===== src/rtl/meduram_pkg.sv =====
// Shared helpers for the BRAM read switch: select-field geometry, latency bounds
// and the entry carried down each agent's return pipeline.
package meduram_pkg;

  localparam int RD_LATENCY_MIN = 1;
  localparam int RD_LATENCY_MAX = 4;
  localparam int MAX_BANK_W     = 8;

  function automatic int bank_w(input int nb);
    return (nb <= 1) ? 1 : $clog2(nb);
  endfunction

  function automatic int select_w(input int nb_bank, input int wr_col);
    return bank_w(nb_bank) + wr_col;
  endfunction

  typedef struct packed {
    logic                  valid;
    logic [MAX_BANK_W-1:0] bank;
    logic                  wcol;
    logic                  rcol;
  } ret_entry_t;

endpackage


===== src/rtl/rr_arbiter.sv =====
// Round-robin arbiter: grants the first requester at or after the rotating
// pointer; the pointer moves past the winner whenever advance_i is high.
module rr_arbiter
  import meduram_pkg::*;
#(
  parameter  int N  = 4,
  localparam int IW = bank_w(N)
) (
  input  logic          clk,
  input  logic          rst,
  input  logic [N-1:0]  req_i,
  input  logic          advance_i,
  output logic [N-1:0]  grant_o,
  output logic [IW-1:0] winner_o
);

  logic [IW-1:0] ptr_q, ptr_d, win_q, win_d;
  logic          found;

  always_comb begin
    int            tmp;
    logic [IW-1:0] idx;
    found = 1'b0;
    win_d = win_q;
    tmp   = 0;
    idx   = '0;
    for (int k = 0; k < N; k++) begin
      tmp = int'(ptr_q) + k;
      if (tmp >= N) tmp = tmp - N;
      idx = IW'(tmp);
      if (!found && req_i[idx]) begin
        found = 1'b1;
        win_d = idx;
      end
    end
    grant_o = '0;
    if (found) grant_o[win_d] = 1'b1;
    winner_o = win_d;
    ptr_d    = ptr_q;
    if (advance_i && found)
      ptr_d = (int'(win_d) == N - 1) ? '0 : win_d + IW'(1);
  end

  // win_q keeps the last winner so the bank address is stable while idle
  always_ff @(posedge clk) begin
    if (rst) begin
      ptr_q <= '0;
      win_q <= '0;
    end else begin
      ptr_q <= ptr_d;
      win_q <= win_d;
    end
  end

endmodule


===== src/rtl/read_crossbar.sv =====
// Read switch between NB_RDAGENT agents and NB_BANK BRAM banks: per-bank
// round-robin arbitration with stall, and a per-agent return pipeline.
module read_crossbar
  import meduram_pkg::*;
#(
  parameter  int ADDR_WIDTH      = 8,
  parameter  int DATA_WIDTH      = 32,
  parameter  int NB_BANK         = 2,
  parameter  int NB_RDAGENT      = 4,
  parameter  int RD_LATENCY      = 1,
  parameter  int WRITE_COLLISION = 1,
  localparam int BANK_W          = bank_w(NB_BANK),
  localparam int SELECT_WIDTH    = select_w(NB_BANK, WRITE_COLLISION)
) (
  input  logic                               aclk,
  input  logic                               srst,
  input  logic [NB_RDAGENT-1:0]              m_rden,
  output logic [NB_RDAGENT-1:0]              m_rdready,
  input  logic [NB_RDAGENT*ADDR_WIDTH-1:0]   m_rdaddr,
  input  logic [NB_RDAGENT*SELECT_WIDTH-1:0] bank_select,
  output logic [NB_RDAGENT-1:0]              m_rdvalid,
  output logic [NB_RDAGENT*DATA_WIDTH-1:0]   m_rddata,
  output logic [NB_RDAGENT*2-1:0]            m_rdcollision,
  output logic [NB_BANK-1:0]                 s_rden,
  output logic [NB_BANK*ADDR_WIDTH-1:0]      s_rdaddr,
  input  logic [NB_BANK*DATA_WIDTH-1:0]      s_rddata
);

  localparam int AGENT_W = bank_w(NB_RDAGENT);
  localparam int LAT = (RD_LATENCY < RD_LATENCY_MIN) ? RD_LATENCY_MIN :
                       (RD_LATENCY > RD_LATENCY_MAX) ? RD_LATENCY_MAX : RD_LATENCY;

  logic [NB_RDAGENT-1:0][SELECT_WIDTH-1:0] sel;
  logic [NB_RDAGENT-1:0][ADDR_WIDTH-1:0]   addr;
  logic [NB_BANK-1:0][DATA_WIDTH-1:0]      bdata;
  logic [NB_BANK-1:0][ADDR_WIDTH-1:0]      baddr;
  logic [NB_RDAGENT-1:0][BANK_W-1:0]       abank;
  logic [NB_RDAGENT-1:0]                   awcol, arcol;
  logic [NB_BANK-1:0][NB_RDAGENT-1:0]      req, grant;
  logic [NB_BANK-1:0][AGENT_W-1:0]         winner;
  logic [NB_BANK-1:0]                      multi;

  assign sel      = bank_select;
  assign addr     = m_rdaddr;
  assign bdata    = s_rddata;
  assign s_rdaddr = baddr;

  for (genvar a = 0; a < NB_RDAGENT; a++) begin : g_sel
    assign abank[a] = sel[a][BANK_W-1:0];
    if (WRITE_COLLISION != 0) begin : g_wc
      assign awcol[a] = sel[a][SELECT_WIDTH-1];
    end else begin : g_nwc
      assign awcol[a] = 1'b0;
    end
  end

  // Out-of-range bank indices simply never match, so such agents stay stalled
  for (genvar b = 0; b < NB_BANK; b++) begin : g_bank
    for (genvar a = 0; a < NB_RDAGENT; a++) begin : g_req
      assign req[b][a] = m_rden[a] && (abank[a] == BANK_W'(b));
    end
    assign multi[b]  = |(req[b] & (req[b] - NB_RDAGENT'(1)));
    assign s_rden[b] = |req[b];
    assign baddr[b]  = addr[winner[b]];

    rr_arbiter #(.N(NB_RDAGENT)) u_arb (
      .clk       (aclk),
      .rst       (srst),
      .req_i     (req[b]),
      .advance_i (|req[b]),
      .grant_o   (grant[b]),
      .winner_o  (winner[b])
    );
  end

  always_comb begin
    m_rdready = '0;
    arcol     = '0;
    for (int b = 0; b < NB_BANK; b++)
      for (int a = 0; a < NB_RDAGENT; a++)
        if (grant[b][a]) begin
          m_rdready[a] = 1'b1;
          arcol[a]     = multi[b];
        end
  end

  // Entry exits after LAT cycles, aligned with the bank's data for that read
  for (genvar a = 0; a < NB_RDAGENT; a++) begin : g_ret
    ret_entry_t            pipe_q [LAT];
    ret_entry_t            head;
    logic [DATA_WIDTH-1:0] data_q, rdata;

    assign head = pipe_q[LAT-1];

    always_ff @(posedge aclk) begin
      if (srst) begin
        for (int k = 0; k < LAT; k++) pipe_q[k] <= '0;
        data_q <= '0;
      end else begin
        pipe_q[0] <= '{valid: m_rdready[a], bank: MAX_BANK_W'(abank[a]),
                       wcol: awcol[a], rcol: arcol[a]};
        for (int k = 1; k < LAT; k++) pipe_q[k] <= pipe_q[k-1];
        if (head.valid) data_q <= rdata;
      end
    end

    always_comb begin
      rdata = data_q;
      for (int b = 0; b < NB_BANK; b++)
        if (head.bank == MAX_BANK_W'(b)) rdata = bdata[b];
    end

    assign m_rdvalid[a]                             = head.valid;
    assign m_rddata[a*DATA_WIDTH +: DATA_WIDTH]     = head.valid ? rdata : data_q;
    assign m_rdcollision[a*2 +: 2]                  = head.valid ? {head.rcol, head.wcol} : 2'b00;
  end

endmodule


===== config.mk =====
export PLATFORM = sky130hd
export DESIGN_NAME = read_crossbar
export DESIGN_NICKNAME = d
export VERILOG_FILES = /design/src/rtl/meduram_pkg.sv /design/src/rtl/rr_arbiter.sv /design/src/rtl/read_crossbar.sv
export SDC_FILE = /design/constraint.sdc
export NUM_CORES = 1
export LEC_CHECK = 0
export ABC_AREA = 1
export BUFFER_PORTS_ARGS = -buffer_cell sky130_fd_sc_hd__buf_2
export CAP_MARGIN = 15
export CORE_AREA = 2 2 186 142
export DETAILED_ROUTE_END_ITERATION = 12
export DIE_AREA = 0 0 188 144
export SYNTH_ARGS = -nofsm -noshare
export SYNTH_HDL_FRONTEND = slang
export SYNTH_HIERARCHICAL = 1
export SYNTH_SLANG_ARGS = --single-unit

===== constraint.sdc =====
create_clock -name aclk -period 4.9 [get_ports aclk]
set_input_delay 0.735 -clock aclk [delete_from_list [all_inputs] [get_ports aclk]]
set_output_delay 0.735 -clock aclk [all_outputs]
set_load 0.01 [all_outputs]

==> run_results.csv, run 1 <==
group,metric,value,unit
synthesis,synth.yosys.seq_area_share,0.350,
finish,fin_cells,1796,
timing,fin_setup_tns,0,ns
timing,relSlewSlack,0.277,
timing,maxSlewViolCount,0,
floorplanning,die_y,144,um
finish,syn_to_final_growth,22.4,%
power_and_ir_drop,p_clk_frac,0.222,
finish,layout_commonest_cell,"nand2_1",
critical_path,worst-r2r-setup-slack,2.15,ns
synthesis,ys_seq_elements,152,
power_and_ir_drop,switching_share,0.438,
critical_path,r2r-end,"g_ret[1].pipe_q[0][0]$_SDFF_PP0_",
critical_path,worstRegToRegCells,19,
power_and_ir_drop,seq_power_share,0.258,
global_route,grt_max_degree,89,
power_and_ir_drop,power_switching,3050,uW
min_path,min_path_cells,3,
timing,fin_skew,0.0114,ns
power_and_ir_drop,combPwrFrac,0.521,
power_and_ir_drop,power_density,654,nW/um^2
timing,worst_slew_pin_slew,1.08,ns
routing,viasPerCell,4.90,
global_route,first_global_vias,8058,
synthesis,syn_avg_cell_area,7.11,sq um
routing,wl_per_cell,16.0,um
place,post-place-ws,1.02,ns
global_route,gr-total-overflow,0,
clock_network,cts-root-buf,"clkbuf_16",
clock_network,cts-buffers-inserted,17,
clock_network,cts_tree,"built",
finish,drive_above_1_share,0.273,
timing,finalHoldViolCount,0,
floorplanning,die_width,188,um
clock_network,hold_buffers,0,
finish,post-route-util,0.418,
routing,detail_route.iter0.violations,537,
power_and_ir_drop,power.internal,3920,uW
critical_path,crit_fanout,19,
global_route,grt_antenna_before_repair,0,
clock_network,cts_buffer_depth,2,
synthesis,ys_warn_count,6,
synthesis,synth_async_sr_flop_share,0,
clock_network,path_clk_slew,0.06,ns
critical_path,endpoint_kind,"output pin",
critical_path,reg2reg_from,"g_bank[1].u_arb/ptr_q[0]$_SDFFE_PP0P_",
synthesis,netlist-cell-type-count,33,
timing,rsz0062_at_grt,"false",
min_path,hp-start,"bank_select[5]",
timing,finalWorstSetupSlack,0.968,ns
global_route,grt_pass1_wl,44700,um
floorplanning,dieArea,27100,sq um
critical_path,arrival,3.20,ns
clock_network,htree_levels,4,
critical_path,start_kind,"primary input",
clock_network,cts_setup_buffers,0,
synthesis,synth_edf_count,0,
floorplanning,core,25500,sq um
timing,period_share,0.802,
routing,wl,28700,um
clock_network,clock_latency,0.43,ns
place,io_buffers,271,
global_route,grt.total_usage,0.211,
timing,maxClockFrequency,254,MHz
timing,finalCriticalPeriod,3.93,ns
outcome,status,"finished, final reports clean",
clock_network,cts.sinks,152,
critical_path,worstPathRequired,4.16,ns
place,place_congestion,0.826,
floorplanning,rows,51,
routing,drcViolationCount,0,
synthesis,ys.flop_type,"dfxtp_1",
floorplanning,initial_core_util,0.342,
flow_run,max_cap_violations,0,
power_and_ir_drop,peakVddDrop,0.000292,V
routing,drt_first_pass_iters,5,
power_and_ir_drop,p_leak,0.00533,uW
routing,postRouteAntennaNets,0,
clock_network,post_cts_resized,0,
min_path,hp-class,"primary input to flop",
finish,final_cell_mix,"nand2_1, buf_2, nor2_1, dfxtp_1, a31oi_1",
min_path,holdPathEnd,"g_ret[2].pipe_q[0][1]$_SDFF_PP0_",
synthesis,synth_area,8700,sq um
finish,final_nets,1556,
place,dp.final_hpwl,19100,um
routing,vias,8796,
synthesis,synth.net_count,1341,
floorplanning,pin_count,272,
synthesis,synthCells,1223,
timing,setup_viol,0,
place,post-place-cells,1763,
critical_path,path_class,"primary input to output pin",
==> per-layer routing <==
| metal | global-route usage | vias up | wire length, um |
|---|---|---|---|
| li1 | - | 4360 | - |
| met1 | 0.295 | 4108 | 13900 |
| met2 | 0.321 | 307 | 12400 |
| met3 | 0.0529 | 21 | 2030 |
| met4 | 0.0572 | 0 | 387 |
| met5 | 0 | - | 0 |
==> registers in the layout (all words and copies together) (netlist names) <==
| signal | cells |
|---|---|
| g_bank.u_arb/ptr_q | 4 |
| g_bank.u_arb/win_q | 4 |
| g_ret.data_q | 128 |
| g_ret.pipe_q | 16 |
==> logic make-up after synthesis <==
family                   Yosys count  share of synthesized area
AND/OR/NAND/NOR                  716                      0.377
buffers and inverters            154                      0.102
adder cells (fa/ha/maj)            8                     0.0115
flip-flops                       152                      0.350
AO/OA/AOI/OAI                    193                      0.159
==> critical path, cell delays in order <==
cell	delay, ns
buf_2	0.10
nand2_1	0.21
inv_1	0.09
nand2_1	0.09
nand2_1	0.06
nand2_1	0.09
nand2_4	0.08
inv_1	0.09
o21ai_0	0.08
nand2_1	0.07
nand2_1	0.05
nand2_1	0.07
nand2_1	0.10
inv_1	0.42
inv_1	0.36
o21ai_0	0.24
o22ai_1	0.10
buf_2	0.15
==> power groups by stage <==
stage / sequential [uW] / clock [uW] / combinational, uW
after global routing: 1830 / 1630 / 4050
after floorplan: 1640 / 0 / 2590
after detailed placement: 1820 / 0 / 3610
after CTS: 1800 / 1570 / 3630
after global placement: 1810 / 0 / 3580
final: 1790 / 1540 / 3630
==> cell usage after synthesis (all sizes together) (5+ instances only) <==
library cell | instances | area (sq um)
nand2 | 379 | 1520
nor2 | 185 | 727
dfxtp | 152 | 3040
a31oi | 128 | 1030
inv | 72 | 288
buf | 69 | 552
nor2b | 69 | 432
and2b | 59 | 443
o21ai | 39 | 199
nand3 | 18 | 110
o22ai | 16 | 100
clkbuf | 12 | 45.0
a21oi | 8 | 43.8
ha | 8 | 100
nand4 | 5 | 37.5
==> worst max-delay path by stage <==
stage | from | end | slack, ns | depth (start not counted)
after floorplan | m_rden[0] | s_rdaddr[10] | 1.80 | 16
after global placement | bank_select[6] | s_rdaddr[10] | 1.09 | 18
after detailed placement | bank_select[6] | s_rdaddr[11] | 1.02 | 16
after CTS | bank_select[6] | s_rdaddr[11] | 1.02 | 18
after global routing | bank_select[6] | s_rdaddr[15] | 0.56 | 18
final | bank_select[6] | s_rdaddr[11] | 0.97 | 18
==> cell type report <==
class / instances / area, sq um
Antenna cell: 1 / 2.50
Multi-Input combinational cell: 917 / 4770
Timing Repair Buffer: 277 / 1420
Clock inverter: 14 / 244
Sequential cell: 152 / 3050
Tap cell: 344 / 430
Inverter: 73 / 293
Clock buffer: 18 / 439
Fill cell: 2665 / 14800
==> through the flow <==
stage          hold slack [ns]  power [uW]  area (sq um)
2_1_floorplan            0.511        4220          8700
3_3_place_gp             0.569        5390          9960
3_5_place_dp             0.575        5440          9960
4_1_cts                  0.486        7000         10600
5_1_grt                  0.489        7520         10600
6_report                 0.510        6970         10600
No activity file was read; power rests on OpenSTA's default activity.
==> run 2: changes to the inputs <==
- ABC_AREA: 1 -> 0
- CORE_AREA: 2 2 186 142 -> 2 2 181 139
- DIE_AREA: 0 0 188 144 -> 0 0 183 141
- clock period: 4.9 -> 3.7 ns (I/O delays scaled with it)
==> run 2 against run 1 <==
Compared with the run above:
- area after synthesis shrank 4.5%
- worst hold slack lost 0.17 ns
- combinational power shrank 21%
- final area shrank 1.9%
- critical path depth shrank 7
- clock skew shrank 0.0037 ns
- critical path type unchanged
- setup slack lost 0.74 ns
- largest power group unchanged
- sequential share of layout area grew 0.55 points
==> run_results.csv, run 2 <==
group,metric,value,unit
finish,syn_to_final_growth,25.8,%
synthesis,synthCells,955,
routing,detail_route.iter0.violations,311,
min_path,holdPathEnd,"g_ret[0].pipe_q[0][1]$_SDFF_PP0_",
floorplanning,dieArea,25800,sq um
clock_network,cts_buffer_depth,2,
flow_run,max_cap_violations,0,
routing,wl_per_cell,16.1,um
synthesis,ys_seq_elements,152,
finish,drive_above_1_share,0.310,
clock_network,clock_latency,0.43,ns
global_route,use_met1,0.256,
power_and_ir_drop,combPwrFrac,0.428,
timing,period_share,0.937,
floorplanning,rows,50,
place,io_buffers,271,
floorplanning,die_width,183,um
synthesis,synth_async_sr_flop_share,0,
routing,drcViolationCount,0,
synthesis,synth_area_leaders,"dfxtp_1, mux2i_1, nor2b_1",
critical_path,r2r-end,"g_ret[3].pipe_q[0][0]$_SDFF_PP0_",
critical_path,reg2reg_from,"g_bank[1].u_arb/ptr_q[1]$_SDFFE_PP0P_",
clock_network,htree_levels,4,
routing,viasPerCell,4.88,
synthesis,synth_top_area_frac,0.366,
synthesis,synth_top_cells_by_count,"dfxtp_1, nor2_1, nor2b_1",
synthesis,ys_warn_count,6,
finish,fillers,2460,
synthesis,syn_avg_cell_area,8.70,sq um
clock_network,path_clk_slew,0.06,ns
power_and_ir_drop,power_density,643,nW/um^2
finish,post-route-util,0.430,
finish,layout_commonest_cell,"buf_2",
critical_path,start_kind,"primary input",
finish,final_nets,1310,
power_and_ir_drop,seq_power_share,0.324,
finish,diodes,0,
timing,fin_hold_ws,0.337,ns
timing,worst_slew_pin_slew,0.785,ns
synthesis,netlist-cell-type-count,57,
timing,finalCriticalPeriod,3.47,ns
global_route,grt_max_degree,72,
critical_path,arrival,2.91,ns
clock_network,hold_buffers,0,
finish,top_regs,"g_ret.data_q x128, g_ret.pipe_q x16",
floorplanning,core,24300,sq um
timing,maxClockFrequency,288,MHz
routing,vias,7397,
timing,relSlewSlack,0.476,
power_and_ir_drop,power.internal,4200,uW
critical_path,path_class,"primary input to output pin",
power_and_ir_drop,power_switching,2510,uW
synthesis,synth.yosys.seq_area_share,0.366,
routing,postRouteAntennaNets,0,
synthesis,synth_edf_count,0,
finish,final_cell_mix,"buf_2, nor2_1, nor2b_1, dfxtp_1, a21oi_1",
critical_path,endpoint_kind,"output pin",
timing,finalHoldViolCount,0,
clock_network,cts-buffers-inserted,17,
outcome,status,"finished, final reports clean",
min_path,hp-class,"primary input to flop",
global_route,grt_pass1_wl,38500,um
clock_network,cts.sinks,152,
timing,rsz0062_at_grt,"false",
global_route,gr-total-overflow,0,
clock_network,cts_tree,"built",
min_path,hp-start,"bank_select[1]",
timing,fin_skew,0.00768,ns
timing,fin_setup_tns,0,ns
synthesis,synth.net_count,1073,
power_and_ir_drop,switching_share,0.374,
synthesis,synthMostInstantiatedCell,"dfxtp_1",
timing,setup_viol,0,
global_route,first_global_vias,7028,
timing,maxSlewViolCount,0,
finish,largest_reg_flops,128,
critical_path,worstRegToRegCells,8,
critical_path,crit_fanout,5,
power_and_ir_drop,p_clk_frac,0.248,
min_path,min_path_cells,2,
routing,drt_first_pass_iters,4,
global_route,grt.total_usage,0.191,
global_route,grt_antenna_before_repair,0,
floorplanning,die_y,141,um
power_and_ir_drop,peakVddDrop,0.000328,V
finish,largest_register,"g_ret.data_q",
critical_path,worstPathRequired,3.14,ns
synthesis,ys.flop_type,"dfxtp_1",
clock_network,cts-root-buf,"clkbuf_16",
floorplanning,pin_count,272,
global_route,use_met3,0.0576,
global_route,grt.busiest_layer,"met2",
place,place_congestion,0.831,
critical_path,worst-r2r-setup-slack,0.78,ns
synthesis,synth_area_leader_cell,"dfxtp_1",
place,dp.final_hpwl,17300,um
power_and_ir_drop,p_leak,0.00470,uW
routing,wl,24500,um
synthesis,synth_area,8310,sq um
floorplanning,initial_core_util,0.342,
global_route,grt_use_met2,0.293,
==> run 2: cell types whose count changed after synthesis, moves of 36 or more <==
| cell | previous run | this run |
|---|---|---|
| nand2_1 | 355 | 13 |
| mux2i_1 | 0 | 131 |
| a21oi_1 | 7 | 135 |
| a31oi_1 | 92 | 0 |
| nor2b_1 | 69 | 151 |
| and2b_1 | 59 | 0 |
| inv_1 | 64 | 11 |
| a31oi_2 | 36 | 0 |
==> run 2: final cells by class <==
| class | instances | area (sq um) | area share |
|---|---|---|---|
| flip-flops and latches | 152 | 3050 | 0.292 |
| multi-input cells | 710 | 4810 | 0.460 |
| well taps | 312 | 390 | 0.0374 |
| clock inverters | 11 | 97.6 | 0.00934 |
| repair buffers | 299 | 1590 | 0.153 |
| clock buffers | 21 | 460 | 0.0441 |
| inverters | 12 | 45.0 | 0.00431 |
==> run 2: how the worst max path moves through the flow <==
stage | depth (start not counted) | startpoint | slack [ns] | end
floorplan | 7 | m_rden[0] | 0.58 | s_rdaddr[10]
global placement | 12 | bank_select[4] | 0.22 | m_rdready[3]
detailed placement | 12 | m_rden[2] | 0.15 | m_rdready[3]
CTS | 8 | g_bank[1].u_arb/ptr_q[1]$_SDFFE_PP0P_ | 0.11 | m_rdready[3]
global route | 12 | bank_select[6] | 0.03 | m_rdready[3]
finish | 11 | bank_select[2] | 0.23 | m_rdready[3]
==> run 2: timing repair <==
item                       4_1_cts  5_1_grt
setup buffers                    0        0
gates resized for setup          0        2
hold endpoints to repair         0        0
setup endpoints to repair        0        9
==> run 2: layer usage <==
layer / vias up / routed length (um)
li1: 3736 / -
met1: 3429 / 11700
met2: 205 / 10700
met3: 27 / 1650
met4: 0 / 410
met5: - / 0
==> run 2: metrics by stage <==
step | setup WS (ns) | std cells | instance area [sq um] | total power, uW
final | 0.231 | 1517 | 10400 | 6720
after global routing | 0.0260 | 1517 | 10400 | 7180
after CTS | 0.113 | 1517 | 10400 | 6780
after detailed placement | 0.146 | 1485 | 9890 | 5080
after global placement | 0.218 | 1485 | 9890 | 5060
after floorplan | 0.584 | 955 | 8310 | 3960
==> run 2: kinds of logic after synthesis <==
family | after synthesis | share of synthesized area
adder cells (fa/ha/maj) | 9 | 0.0133
multiplexers | 148 | 0.204
AND/OR/NAND/NOR | 379 | 0.244
AO/OA/AOI/OAI | 174 | 0.117
buffers and inverters | 93 | 0.0554
flip-flops | 152 | 0.366
==> run 2: power by group through the flow <==
stage                     combinational [uW]  sequential, uW  clock, uW
after global routing                    3180            2220       1790
after CTS                               2890            2180       1710
after floorplan                         1890            2070          0
after detailed placement                2870            2210          0
final                                   2870            2180       1670
after global placement                  2850            2210          0
==> run 2: worst max-delay path, stage by stage <==
cell	delay, ns
buf_2	0.14
and2_1	0.18
nor2b_1	0.17
mux4_2	0.47
o311a_1	0.40
nor2_1	0.23
ha_1	0.19
nor2b_1	0.28
nor2_1	0.11
inv_1	0.07
buf_2	0.12
